<file path="src/rtl/uart_tx_if.sv">
// Byte-write port and line/status signals of the UART transmitter.
interface uart_tx_if;
    logic [7:0] pi_data;
    logic       pi_flag;
    logic       tx;
    logic       busy;
    logic       tx_done;
    logic       ovf;

    // Byte producer side
    modport master (
        output pi_data,
        output pi_flag,
        input  tx,
        input  busy,
        input  tx_done,
        input  ovf
    );

    // Transmitter side
    modport slave (
        input  pi_data,
        input  pi_flag,
        output tx,
        output busy,
        output tx_done,
        output ovf
    );
endinterface

</file>
<file path="src/rtl/uart_tx.sv">
// UART serial transmitter: start bit, 8 data bits LSB first, optional parity,
// 1 or 2 stop bits; one-entry hold register lets the next byte queue behind
// the frame on the wire so frames go out back-to-back.
module uart_tx #(
    parameter int unsigned UART_BPS   = 9600,
    parameter int unsigned CLK_FREQ   = 50_000_000,
    parameter int unsigned PARITY_EN  = 0,
    parameter int unsigned PARITY_ODD = 0,
    parameter int unsigned STOP_BITS  = 1
) (
    input  logic     sys_clk,
    input  logic     sys_rst_n,
    uart_tx_if.slave bus
);

    localparam int unsigned BAUD_CNT_MAX = CLK_FREQ / UART_BPS;
    localparam int unsigned CNT_W        = 16;
    localparam int unsigned BIT_W        = 3;

    typedef enum logic [2:0] {
        IDLE   = 3'd0,
        START  = 3'd1,
        DATA   = 3'd2,
        PARITY = 3'd3,
        STOP   = 3'd4
    } state_t;

    state_t             state;
    logic [CNT_W-1:0]   baud_cnt;
    logic [BIT_W-1:0]   bit_cnt;
    logic [7:0]         shifter;
    logic               parity_bit;
    logic [7:0]         hold_data;
    logic               hold_valid;
    logic               tx_reg;
    logic               busy_reg;
    logic               tx_done_reg;
    logic               ovf_reg;

    logic baud_end;
    logic baud_pre_end;
    logic last_stop_bit;
    logic stop_last;
    logic drain;
    logic hold_wr;
    logic hold_valid_nxt;
    logic fsm_idle_nxt;

    // Bit-timing and hold-register handoff decodes
    assign baud_end       = (baud_cnt == CNT_W'(BAUD_CNT_MAX - 1));
    assign baud_pre_end   = (baud_cnt == CNT_W'(BAUD_CNT_MAX - 2));
    assign last_stop_bit  = (state == STOP) && (bit_cnt == BIT_W'(STOP_BITS - 1));
    assign stop_last      = last_stop_bit && baud_end;
    assign drain          = hold_valid && ((state == IDLE) || stop_last);
    assign hold_wr        = bus.pi_flag && (!hold_valid || drain);
    assign hold_valid_nxt = hold_wr || (hold_valid && !drain);
    assign fsm_idle_nxt   = ((state == IDLE) || stop_last) && !hold_valid;

    // Frame sequencer, hold register and registered line/status outputs
    always_ff @(posedge sys_clk or negedge sys_rst_n) begin
        if (!sys_rst_n) begin
            state       <= IDLE;
            baud_cnt    <= '0;
            bit_cnt     <= '0;
            shifter     <= '0;
            parity_bit  <= 1'b0;
            hold_data   <= '0;
            hold_valid  <= 1'b0;
            tx_reg      <= 1'b1;
            busy_reg    <= 1'b0;
            tx_done_reg <= 1'b0;
            ovf_reg     <= 1'b0;
        end else begin
            tx_done_reg <= last_stop_bit && baud_pre_end;
            ovf_reg     <= bus.pi_flag && hold_valid && !drain;
            busy_reg    <= !fsm_idle_nxt || hold_valid_nxt;
            hold_valid  <= hold_valid_nxt;
            if (hold_wr) begin
                hold_data <= bus.pi_data;
            end

            case (state)
                IDLE: begin
                    baud_cnt <= '0;
                    bit_cnt  <= '0;
                    tx_reg   <= 1'b1;
                    if (hold_valid) begin
                        shifter    <= hold_data;
                        parity_bit <= (^hold_data) ^ 1'(PARITY_ODD);
                        state      <= START;
                        tx_reg     <= 1'b0;
                    end
                end
                START: begin
                    if (baud_end) begin
                        baud_cnt <= '0;
                        state    <= DATA;
                        tx_reg   <= shifter[0];
                    end else begin
                        baud_cnt <= baud_cnt + CNT_W'(1);
                    end
                end
                DATA: begin
                    if (baud_end) begin
                        baud_cnt <= '0;
                        if (bit_cnt == BIT_W'(7)) begin
                            bit_cnt <= '0;
                            if (PARITY_EN != 0) begin
                                state  <= PARITY;
                                tx_reg <= parity_bit;
                            end else begin
                                state  <= STOP;
                                tx_reg <= 1'b1;
                            end
                        end else begin
                            bit_cnt <= bit_cnt + BIT_W'(1);
                            shifter <= {1'b0, shifter[7:1]};
                            tx_reg  <= shifter[1];
                        end
                    end else begin
                        baud_cnt <= baud_cnt + CNT_W'(1);
                    end
                end
                PARITY: begin
                    if (baud_end) begin
                        baud_cnt <= '0;
                        bit_cnt  <= '0;
                        state    <= STOP;
                        tx_reg   <= 1'b1;
                    end else begin
                        baud_cnt <= baud_cnt + CNT_W'(1);
                    end
                end
                STOP: begin
                    if (baud_end) begin
                        baud_cnt <= '0;
                        if (last_stop_bit) begin
                            bit_cnt <= '0;
                            if (hold_valid) begin
                                shifter    <= hold_data;
                                parity_bit <= (^hold_data) ^ 1'(PARITY_ODD);
                                state      <= START;
                                tx_reg     <= 1'b0;
                            end else begin
                                state  <= IDLE;
                                tx_reg <= 1'b1;
                            end
                        end else begin
                            bit_cnt <= bit_cnt + BIT_W'(1);
                        end
                    end else begin
                        baud_cnt <= baud_cnt + CNT_W'(1);
                    end
                end
                default: begin
                    state  <= IDLE;
                    tx_reg <= 1'b1;
                end
            endcase
        end
    end

    assign bus.tx      = tx_reg;
    assign bus.busy    = busy_reg;
    assign bus.tx_done = tx_done_reg;
    assign bus.ovf     = ovf_reg;

endmodule

</file>
<file path="src/flat_wrapper.sv">
// flat-port wrapper written by rule: the top's interface ports become plain ports
module uart_tx_flat 
#(
    parameter int unsigned UART_BPS   = 9600,
    parameter int unsigned CLK_FREQ   = 50_000_000,
    parameter int unsigned PARITY_EN  = 0,
    parameter int unsigned PARITY_ODD = 0,
    parameter int unsigned STOP_BITS  = 1
)
  (sys_clk, sys_rst_n, bus_pi_data, bus_pi_flag, bus_tx, bus_busy, bus_tx_done, bus_ovf);
  uart_tx_if bus_i ();
  input  logic sys_clk;
  input  logic sys_rst_n;
  input wire logic [$bits(bus_i.pi_data)-1:0] bus_pi_data;
  input wire logic [$bits(bus_i.pi_flag)-1:0] bus_pi_flag;
  output wire logic [$bits(bus_i.tx)-1:0] bus_tx;
  output wire logic [$bits(bus_i.busy)-1:0] bus_busy;
  output wire logic [$bits(bus_i.tx_done)-1:0] bus_tx_done;
  output wire logic [$bits(bus_i.ovf)-1:0] bus_ovf;
  assign bus_i.pi_data = bus_pi_data;
  assign bus_i.pi_flag = bus_pi_flag;
  assign bus_tx = bus_i.tx;
  assign bus_busy = bus_i.busy;
  assign bus_tx_done = bus_i.tx_done;
  assign bus_ovf = bus_i.ovf;
  uart_tx #(.UART_BPS(UART_BPS), .CLK_FREQ(CLK_FREQ), .PARITY_EN(PARITY_EN), .PARITY_ODD(PARITY_ODD), .STOP_BITS(STOP_BITS)) u_core (.sys_clk(sys_clk), .sys_rst_n(sys_rst_n), .bus(bus_i));
endmodule
</file>
<file path="config.mk">
export PLATFORM = sky130hd
export DESIGN_NAME = uart_tx_flat
export DESIGN_NICKNAME = d
export VERILOG_FILES = /design/src/rtl/uart_tx_if.sv /design/src/rtl/uart_tx.sv /design/src/flat_wrapper.sv
export SDC_FILE = /design/constraint.sdc
export NUM_CORES = 1
export LEC_CHECK = 0
export ABC_AREA = 1
export BUFFER_PORTS_ARGS = -buffer_cell sky130_fd_sc_hd__buf_4
export CAP_MARGIN = 20
export CORE_MARGIN = 10
export CORE_UTILIZATION = 45
export CTS_CLUSTER_DIAMETER = 100
export DETAILED_ROUTE_END_ITERATION = 8
export PLACE_DENSITY = 0.61
export SYNTH_ARGS = -nofsm -noshare
export SYNTH_HDL_FRONTEND = slang
export SYNTH_SLANG_ARGS = --single-unit
</file>
<file path="constraint.sdc">
create_clock -name sys_clk -period 3.3 [get_ports sys_clk]
set_clock_uncertainty 0.05 [all_clocks]
set_input_delay 0 -clock sys_clk [delete_from_list [all_inputs] [get_ports sys_clk]]
set_output_delay 0 -clock sys_clk [all_outputs]
set_load 0.02 [all_outputs]
</file>
### Word-level counts from Yosys, hierarchy flattened

Cells that the tools add are included.

* input bits: 11
* flip-flop bits (word level): 43
* output and inout port bits: 4
* logic and storage cells: 84

* equal/unequal tests: 15
* mux-type cells: 31
* add/subtract/negate cells: 2
* reduce and logical (&&, ||, !) cells: 26

Operators with widths (count)
* two-way mux 8 bit: 5
* two-way mux 3 bit: 12
* == test 16 x 13 -> 1 bit, second input constant: 2
* one-hot mux 16 bit (2 select lines): 1
* one-hot mux 8 bit (3 select lines): 1
* adder 16 x 1 -> 16 bit, second input constant: 1
* two-way mux 16 bit: 1
* one-hot mux 3 bit (5 select lines): 1
* inequality test 2 x 1 -> 1 bit, second input constant: 7
* one-hot mux 3 bit (4 select lines): 1
* AND reduction 5 bit: 2
* logical AND 1 bit: 9
* two-way mux 1 bit: 8
* AND reduction 7 bit: 1
* == test 3 x 2 -> 1 bit, second input constant: 2
* == test 3 bit, second input constant: 2
* logical NOT 3 bit: 2
* one-hot mux 1 bit (5 select lines): 1
* logical OR 1 bit: 4
* AND reduction 4 bit: 1
* nonzero test 4 bit: 1
* OR reduction 4 bit: 1
* adder 3 x 1 -> 3 bit, second input constant: 1
* == test 3 x 1 -> 1 bit, second input constant: 1
* other kinds (4): 6

### Depth between registers and ports, before layout

Gate-level depths: netlist (run 1).

* word-level depth: 9
* mapped depth: 11
* mapped depth without buffers: 11

### Worst setup path before layout (run 1)

Ideal clock, no wire load.

* path type: reg2reg
* start point: register u_core.bit_cnt[0]
* end point: register u_core.shifter[7]
* buffers on the path: 0
* library setup time: 117 ps
* required time: 3133 ps
* stages on the path, launching flop included: 9
* clock period less this slack: 1556 ps
* data arrival time: 1389 ps
* slack: 1744 ps
* cells stage by stage: dfrtp_1 ha_1 ha_1 nand3_1 nand3_1 a21oi_4 nand2_4 nand2_1 nand2_1

* longest elaborated chain between the ends: 4
* elaborated cells between the ends (all ways): 6
* those cells by class: 3 x eq/ne; 3 x reduce/logical

RTL lines
* from (decl): RTL line uart_tx.sv:30 `logic [BIT_W-1:0] bit_cnt;`
* from (signal assigned): RTL line uart_tx.sv:116 `bit_cnt <= bit_cnt + BIT_W'(1);`
* from (signal assigned): RTL line uart_tx.sv:149 `bit_cnt <= bit_cnt + BIT_W'(1);`
* logical NOT 3 bit: RTL line uart_tx.sv:52 `assign last_stop_bit = (state == STOP) && (bit_cnt == BIT_W'(STOP_BITS - 1));`
* logical AND 1 bit: RTL line uart_tx.sv:52
* inequality test 2 x 1 -> 1 bit (no line)
* AND reduction 5 bit (no line) (*)
* to (signal assigned): RTL line uart_tx.sv:88 `shifter <= hold_data;`
* to (signal assigned): RTL line uart_tx.sv:117 `shifter <= {1'b0, shifter[7:1]};`
* to (signal assigned): RTL line uart_tx.sv:140 `shifter <= hold_data;`
* to (decl): RTL line uart_tx.sv:31 `logic [7:0] shifter;`

Mark *: on every way between the ends. The rest lies on a longest branch, timed or not.
A chain may end at the register's enable or synchronous reset.

### Worst setup path after layout (run 1)

* start point: register u_core.bit_cnt[0]
* end point: register u_core.hold_data[0]

* longest elaborated chain between the ends: 7

RTL lines
* logical NOT 3 bit: RTL line uart_tx.sv:52
* logical AND 1 bit: RTL line uart_tx.sv:52
* logical AND 1 bit: RTL line uart_tx.sv:53 `assign stop_last = last_stop_bit && baud_end;`
* logical OR 1 bit: RTL line uart_tx.sv:54 `assign drain = hold_valid && ((state == IDLE) || stop_last);`
* logical AND 1 bit: RTL line uart_tx.sv:54
* logical OR 1 bit: RTL line uart_tx.sv:55 `assign hold_wr = bus.pi_flag && (!hold_valid || drain);`
* logical AND 1 bit: RTL line uart_tx.sv:55
* to (signal assigned): RTL line uart_tx.sv:79 `hold_data <= bus.pi_data;`
* to (decl): RTL line uart_tx.sv:33 `logic [7:0] hold_data;`

Every way passes these cells.

==> flow_summary_export.csv, run 1 <==
group,metric,value,unit
timing,fin_crit_sh,66.26,%
clock_tree,cts.reportedPaths.clkPinSlew,0.10,ns
worst_setup_path,cells_along_the_critical_path,"inv_1, ha_1, inv_1, nor2_1, inv_1, nor2_1, nand3_1, nand3_2, nand3_1, dlygate4sd3_1, nand2_1",
timing,rsz0062_at_grt,"no",
run,cap_violations,0,
final_layout,synthToLayoutAreaGrowth,17.34,%
clock_tree,cts.htree.levels,2,
timing,holdWs,0.1822,ns
floorplan,initial_utilization,46.62,%
worst_setup_path,cp_slowest_stage_delay,0.57,ns
final_layout,regs_by_ff_count,"u_core.baud_cnt x16, u_core.hold_data x8, u_core.shifter x8",
clock_tree,insertion_delay,0.30,ns
global_routing,grt.overflow.total,0,
final_layout,largest_register,"u_core.baud_cnt",
final_layout,n_fill_cell,508,
clock_tree,postCtsSetupRepairBufs,0,
global_routing,global_route_wire_length_before_repair,9073,um
final_layout,number_of_flip_flops_under_the_largest_register_name,16,
worst_setup_path,cp_common_cell,"sky130_fd_sc_hd__inv_1",
worst_setup_path,critical_path_maximum_fanout,11,
timing,max_slew_margin_vs_limit,63.35,%
worst_setup_path,worstPathBufferInverterCount,4,
logic_synthesis,netlist_area,0.002396,mm2
detailed_routing,wl_per_cell,12.15,um
detailed_routing,drc,0,
placed_design,dpl_cell_area,0.002536,mm2
detailed_routing,routed_wl,5102,um
logic_synthesis,avgSynthCellArea,7.559,um2
worst_setup_path,timing.setup.critical_path_class,"reg -> reg",
final_layout,share_of_final_layout_standard_cells_stronger_than_drive_strength_1,10.86,%
run_status,run_status,"finished clean",
timing,finalMaxSlewViolations,0,
floorplan,floorplan.core_area,0.005140,mm2
worst_setup_path,crit_path_end_kind,"flop",
logic_synthesis,synthArstFlopShare,100.0,%
logic_synthesis,synthCells,317,
global_routing,initial_antenna_violation_count,0,
worst_setup_path,rr_worst_depth,11,
worst_setup_path,cp_num_cells,11,
clock_tree,cts-root-buf,"sky130_fd_sc_hd__clkbuf_8",
worst_setup_path,cpMaxStageDelayCell,"sky130_fd_sc_hd__dlygate4sd3_1",
floorplan,rows,26,
global_routing,groute.usage.overall,12.51,%
global_routing,largest_net_degree_at_the_start_of_global_routing,44,
worst_setup_path,worst-endpoint-arrival,2.38,ns
pwr,power,960.7,uW
global_routing,grt_pass1_vias,1970,
worst_setup_path,critPathRequiredTime,3.50,ns
timing,setup_viol,0,
clock_tree,cts_made_buffers,5,
placed_design,finalWeightedCongestion,0.9360,
clock_tree,cts_tree,"done",
detailed_routing,initialDrtViolationCount,90,
timing,report.final.hold_viol_count,0,
worst_setup_path,setup.worst_path.start_class,"flop",
timing,finalSetupTns,0,ns
floorplan,die_area,0.008643,mm2
detailed_routing,via_per_inst,4.955,
worst_setup_path,crit_family,"simple AND/OR/NAND/NOR gates",
logic_synthesis,yosys_register_bits,43,
clock_tree,tritoncts_num_sinks,43,
logic_synthesis,synth.yosys.seq_area_share,44.96,%
detailed_routing,route.vias.total,2081,
logic_synthesis,yosys_most_used_dff,"sky130_fd_sc_hd__dfrtp_1",
timing,final_period_minus_worst_setup_slack,2.187,ns
pwr,power.density,341.7,mW/mm2
logic_synthesis,ys_types,28,
placed_design,port_bufs,14,
pwr,vdd.ir_drop.worst,0.2747,mV
pwr,leakagePower,0.001410,uW
timing,fmaxAchievable,0.4573,GHz
final_layout,finalNetCount,365,
detailed_routing,drt.antenna.violating_nets,0,
placed_design,post-dp-hpwl,3561,um
floorplan,die_height,92.97,um
detailed_routing,detail_route.first_pass.iterations,4,
floorplan,top_level_ports,15,
final_layout,final_util,54.70,%
min_path,worstHoldPathType,"in -> async",
logic_synthesis,synth_enable_flop_cells,0,
final_layout,num_antenna_cells,0,
floorplan,width_of_the_die,92.97,um
timing,tightest_slew,0.5497,ns
final_layout,finish.instance_area,0.002811,mm2
clock_tree,max_root_sink_buffers,2,
logic_synthesis,yosys_warnings,0,
logic_synthesis,synth_fp_nets,333,
cells in the final DEF (no fill, tap or decap), types with 3 or more instances in the layout:
cell / instances
sky130_fd_sc_hd__a21oi_1: 5
sky130_fd_sc_hd__buf_4: 14
sky130_fd_sc_hd__clkbuf_8: 5
sky130_fd_sc_hd__dfrtp_1: 42
sky130_fd_sc_hd__dlygate4sd3_1: 18
sky130_fd_sc_hd__ha_1: 5
sky130_fd_sc_hd__inv_1: 26
sky130_fd_sc_hd__nand2_1: 104
sky130_fd_sc_hd__nand2_2: 4
sky130_fd_sc_hd__nand2_4: 3
sky130_fd_sc_hd__nand3_1: 38
sky130_fd_sc_hd__nand4_1: 6
sky130_fd_sc_hd__nor2_1: 36
sky130_fd_sc_hd__nor3_1: 5
sky130_fd_sc_hd__o21ai_0: 13
sky130_fd_sc_hd__xor2_1: 8
layer usage:
layer / track usage, % / routed length (um) / vias to the layer above
li1: - / - / 1074
met1: 17.16 / 2626 / 959
met2: 19.33 / 2224 / 44
met3: 2.718 / 206 / 4
met4: 3.470 / 46 / 0
met5: 0 / 0 / -
report_power, final:
part	switching, uW	internal [uW]	leakage, uW
clock network	206	156	0.0000491
registers	6.68	539	0.000559
logic	27.6	25.4	0.000802
total	241	720	0.00141
area by class of cell:
type / count / area, um2 / share of cell area [%]
Multi-Input combinational cell: 238 / 1157 / 41.17
Sequential cell: 43 / 1077 / 38.32
Timing Repair Buffer: 32 / 285.3 / 10.15
Inverter: 29 / 108.9 / 3.872
Tap cell: 70 / 87.58 / 3.115
Clock buffer: 5 / 68.82 / 2.448
Clock inverter: 3 / 26.28 / 0.9346
what timing repair did:
item / CTS / global route
gates resized for setup: 0 / 0
hold endpoints to repair: 52 / 0
endpoints found under the setup margin: 0 / 0
hold buffers: 18 / 0
logic make-up (layout without fill, tap and decap cells):
family / Yosys count / count (layout) / share of synthesized area (%)
buffers and inverters: 36 / 69 / 6.736
DFF: 43 / 43 / 44.96
xor gates and xnor gates: 8 / 8 / 2.924
adders and majority gates: 5 / 5 / 2.611
AOI/OAI and AO/OA: 21 / 21 / 4.961
and+or+nand+nor: 204 / 204 / 37.81
per-stage QoR:
stage               worst slack [ns]  cells
CTS                            1.119    420
global placement               1.280    394
finish                         1.113    420
detailed placement             1.291    394
floorplan                      1.744    317
global route                  0.8901    420
synth_stat cells, types with 2 or more instances:
cell	n	share of area, %
sky130_fd_sc_hd__nand2_1	104	16
sky130_fd_sc_hd__dfrtp_1	42	44
sky130_fd_sc_hd__nand3_1	38	7.9
sky130_fd_sc_hd__nor2_1	36	5.6
sky130_fd_sc_hd__inv_1	26	4.1
sky130_fd_sc_hd__o21ai_0	13	2.7
sky130_fd_sc_hd__xor2_1	8	2.9
sky130_fd_sc_hd__nand4_1	6	1.6
sky130_fd_sc_hd__a21oi_1	5	1.0
sky130_fd_sc_hd__ha_1	5	2.6
sky130_fd_sc_hd__nor3_1	5	1.0
sky130_fd_sc_hd__buf_2	4	0.84
sky130_fd_sc_hd__nand2_2	4	1.0
sky130_fd_sc_hd__nand2_4	3	1.4
sky130_fd_sc_hd__clkinv_1	2	0.31
sky130_fd_sc_hd__nand3_2	2	0.84
sky130_fd_sc_hd__nor2_2	2	0.52
sky130_fd_sc_hd__nor2_4	2	0.94
path summary, 6_finish.rpt:
path,end,startpoint,slack [ns]
worst max-delay path,u_core.hold_data[0],u_core.bit_cnt[0],1.11
worst min-delay path,u_core.baud_cnt[1],sys_rst_n,0.18
worst max register to register,u_core.hold_data[0],u_core.bit_cnt[0],1.11
worst min register to register,u_core.bus.tx,u_core.bus.tx,0.42
max in group asynchronous,u_core.shifter[0],sys_rst_n,2.64
min in group sys_clk,u_core.bus.tx,u_core.bus.tx,0.42
Power figures use the tool's default switching activity.
==> inputs of run 2 (changes only) <==
==> constraint.sdc (replaced) <==
create_clock -name sys_clk -period 2.3 [get_ports sys_clk]
set_clock_uncertainty 0.05 [all_clocks]
set_input_delay 0 -clock sys_clk [delete_from_list [all_inputs] [get_ports sys_clk]]
set_output_delay 0 -clock sys_clk [all_outputs]
set_load 0.02 [all_outputs]
==> run 2 against run 1 <==
Against the previous run: sequential cell count unchanged; register-to-register slack worse by 0.91 ns; sequential power up 44%; core utilization up 1.4 points; via count up 0.58%; largest cell class unchanged; clock power up 95%; total power up 63%; wire length up 1.9%; worst setup slack worse by 0.91 ns; fmax up 4.0%; die area unchanged.
==> flow_summary_export.csv, run 2 (same netlist as run 1, synthesis figures left out) <==
group,metric,value,unit
timing,max_slew_margin_vs_limit,63.50,%
placed_design,post-place-ws,0.2878,ns
min_path,worstHoldPathType,"in -> async",
run,cap_violations,0,
timing,rsz0062_at_grt,"no",
floorplan,die_area,0.008643,mm2
floorplan,initial_utilization,46.62,%
clock_tree,cts.htree.levels,2,
final_layout,share_of_final_layout_standard_cells_stronger_than_drive_strength_1,11.93,%
detailed_routing,route.vias.total,2093,
detailed_routing,drc,0,
timing,report.final.hold_viol_count,0,
worst_setup_path,setup.worst_path.start_class,"flop",
worst_setup_path,worst-endpoint-arrival,2.30,ns
detailed_routing,detail_route.first_pass.iterations,4,
final_layout,final_cell_mix,"sky130_fd_sc_hd__nand2_1 (104), sky130_fd_sc_hd__dfrtp_1 (42), sky130_fd_sc_hd__nand3_1 (37)",
worst_setup_path,crit_path_end_kind,"flop",
floorplan,width_of_the_die,92.97,um
detailed_routing,initialDrtViolationCount,126,
clock_tree,insertion_delay,0.30,ns
clock_tree,tritoncts_num_sinks,43,
final_layout,regs_by_ff_count,"u_core.baud_cnt x16, u_core.hold_data x8, u_core.shifter x8",
final_layout,most_common_cell_after_layout_fill_and_taps_aside,"sky130_fd_sc_hd__nand2_1",
placed_design,port_bufs,14,
clock_tree,cts.reportedPaths.clkPinSlew,0.08,ns
pwr,vdd.ir_drop.worst,0.4092,mV
clock_tree,postCtsSetupRepairBufs,0,
worst_setup_path,timing.setup.critical_path_class,"reg -> reg",
timing,fin_crit_sh,91.37,%
global_routing,largest_net_degree_at_the_start_of_global_routing,44,
pwr,power.density,542.4,mW/mm2
timing,final_period_minus_worst_setup_slack,2.102,ns
clock_tree,cts-root-buf,"sky130_fd_sc_hd__clkbuf_8",
floorplan,die_height,92.97,um
global_routing,grt_pass1_vias,2021,
timing,finalSetupTns,0,ns
floorplan,top_level_ports,15,
final_layout,finalNetCount,367,
timing,tightest_slew,0.5476,ns
floorplan,floorplan.core_area,0.005140,mm2
detailed_routing,wl_per_cell,12.32,um
run_status,run_status,"finished clean",
timing,setup_viol,0,
worst_setup_path,cells_along_the_critical_path,"ha_1, nand3_2, nor2_4, nand3_2, nand3_2, nand3_1, dlygate4sd3_1, nand2_1",
final_layout,largest_register,"u_core.baud_cnt",
detailed_routing,via_per_inst,4.960,
timing,finalMaxSlewViolations,0,
timing,setup_ws,0.1984,ns
timing,holdWs,0.1743,ns
placed_design,post-dp-hpwl,3626,um
clock_tree,cts_tree,"done",
final_layout,num_antenna_cells,0,
placed_design,finalWeightedCongestion,0.8751,
clock_tree,cts_made_buffers,5,
worst_setup_path,critPathRequiredTime,2.50,ns
global_routing,initial_antenna_violation_count,0,
final_layout,number_of_flip_flops_under_the_largest_register_name,16,
timing,fmaxAchievable,0.4758,GHz
final_layout,synthToLayoutAreaGrowth,20.42,%
detailed_routing,routed_wl,5199,um
final_layout,n_fill_cell,513,
floorplan,rows,26,
clock_tree,max_root_sink_buffers,2,
pwr,leakagePower,0.001446,uW
worst_setup_path,cp_slowest_stage_delay,0.56,ns
global_routing,global_route_wire_length_before_repair,9246,um
detailed_routing,drt.antenna.violating_nets,0,
worst_setup_path,critical_path_maximum_fanout,5,
worst_setup_path,cpMaxStageDelayCell,"sky130_fd_sc_hd__dlygate4sd3_1",
global_routing,groute.usage.overall,12.71,%
global_routing,grt.overflow.total,0,
worst_setup_path,cp_common_cell,"sky130_fd_sc_hd__nand3_2",
run 2: cell types whose count changed in the layout (fill, tap and decap cells not counted):
| cell | before | now |
|---|---|---|
| sky130_fd_sc_hd__bufinv_16 | 0 | 2 |
| sky130_fd_sc_hd__nand3_4 | 0 | 1 |
| sky130_fd_sc_hd__nand3_2 | 2 | 3 |
| sky130_fd_sc_hd__nor2_1 | 36 | 35 |
| sky130_fd_sc_hd__clkinv_4 | 1 | 0 |
| sky130_fd_sc_hd__buf_4 | 14 | 15 |
| sky130_fd_sc_hd__clkinvlp_4 | 0 | 1 |
| sky130_fd_sc_hd__nand3_1 | 38 | 37 |
| sky130_fd_sc_hd__nor2_2 | 2 | 3 |
| sky130_fd_sc_hd__inv_6 | 2 | 0 |
run 2: cell type report:
| class | instances | area [um2] | area share, % |
|---|---|---|---|
| inverters | 29 | 108.9 | 3.773 |
| well taps | 70 | 87.58 | 3.036 |
| flip-flops and latches | 43 | 1077 | 37.34 |
| repair buffers | 33 | 292.8 | 10.15 |
| clock inverters | 3 | 67.56 | 2.342 |
| clock buffers | 5 | 68.82 | 2.385 |
| multi-input cells | 239 | 1182 | 40.98 |
run 2: repair_timing:
item / CTS / global route
endpoints found under the setup margin: 0 / 8
hold buffers: 18 / 0
endpoints found under the hold margin: 51 / 0
resized for setup: 0 / 3
run 2: path summary, 6_finish.rpt:
kind | startpoint | endpoint | slack [ns] | cells past startpoint
worst max-delay path | u_core.baud_cnt[0] | u_core.hold_data[5] | 0.20 | 8
worst min-delay path | sys_rst_n | u_core.baud_cnt[2] | 0.17 | 2
worst max register to register | u_core.baud_cnt[0] | u_core.hold_data[5] | 0.20 | 8
worst min register to register | u_core.bus.tx | u_core.bus.tx | 0.42 | 2
max in group asynchronous | sys_rst_n | u_core.baud_cnt[7] | 1.64 | 2
min in group sys_clk | u_core.bus.tx | u_core.bus.tx | 0.42 | 2
run 2: metrics by stage:
stage / utilization, % / power (uW) / instance area, um2 / instances
floorplan: - / 824.1 / 2396 / 317
global placement: 49.49 / 859.4 / 2544 / 395
detailed placement: 49.49 / 861.8 / 2544 / 395
CTS: 55.65 / 1579 / 2860 / 421
global route: 56.13 / 1626 / 2885 / 422
finish: 56.13 / 1565 / 2885 / 422
run 2: power by group:
part | switching (uW) | total, uW | internal, uW | leakage (uW)
logic | 39.4 | 75.9 | 36.5 | 0.000822
clock network | 273 | 706 | 433 | 0.0000644
registers | 10.4 | 783 | 773 | 0.000559
run 2: routing by layer:
layer	vias to the layer above	track usage, %	part of all wire [%]
met5	-	0	0
li1	1077	-	-
met1	962	17.21	51
met4	0	3.470	1.1
met3	6	3.277	5.4
met2	48	19.57	43
run 2: worst max-delay path: cells and delay by family, from the launching register on:
family | cells | cell delay [ns]
and+or+nand+nor | 6 | 0.75
DFF | 1 | 0.41
adders and majority gates | 1 | 0.26
buffers and inverters | 1 | 0.56
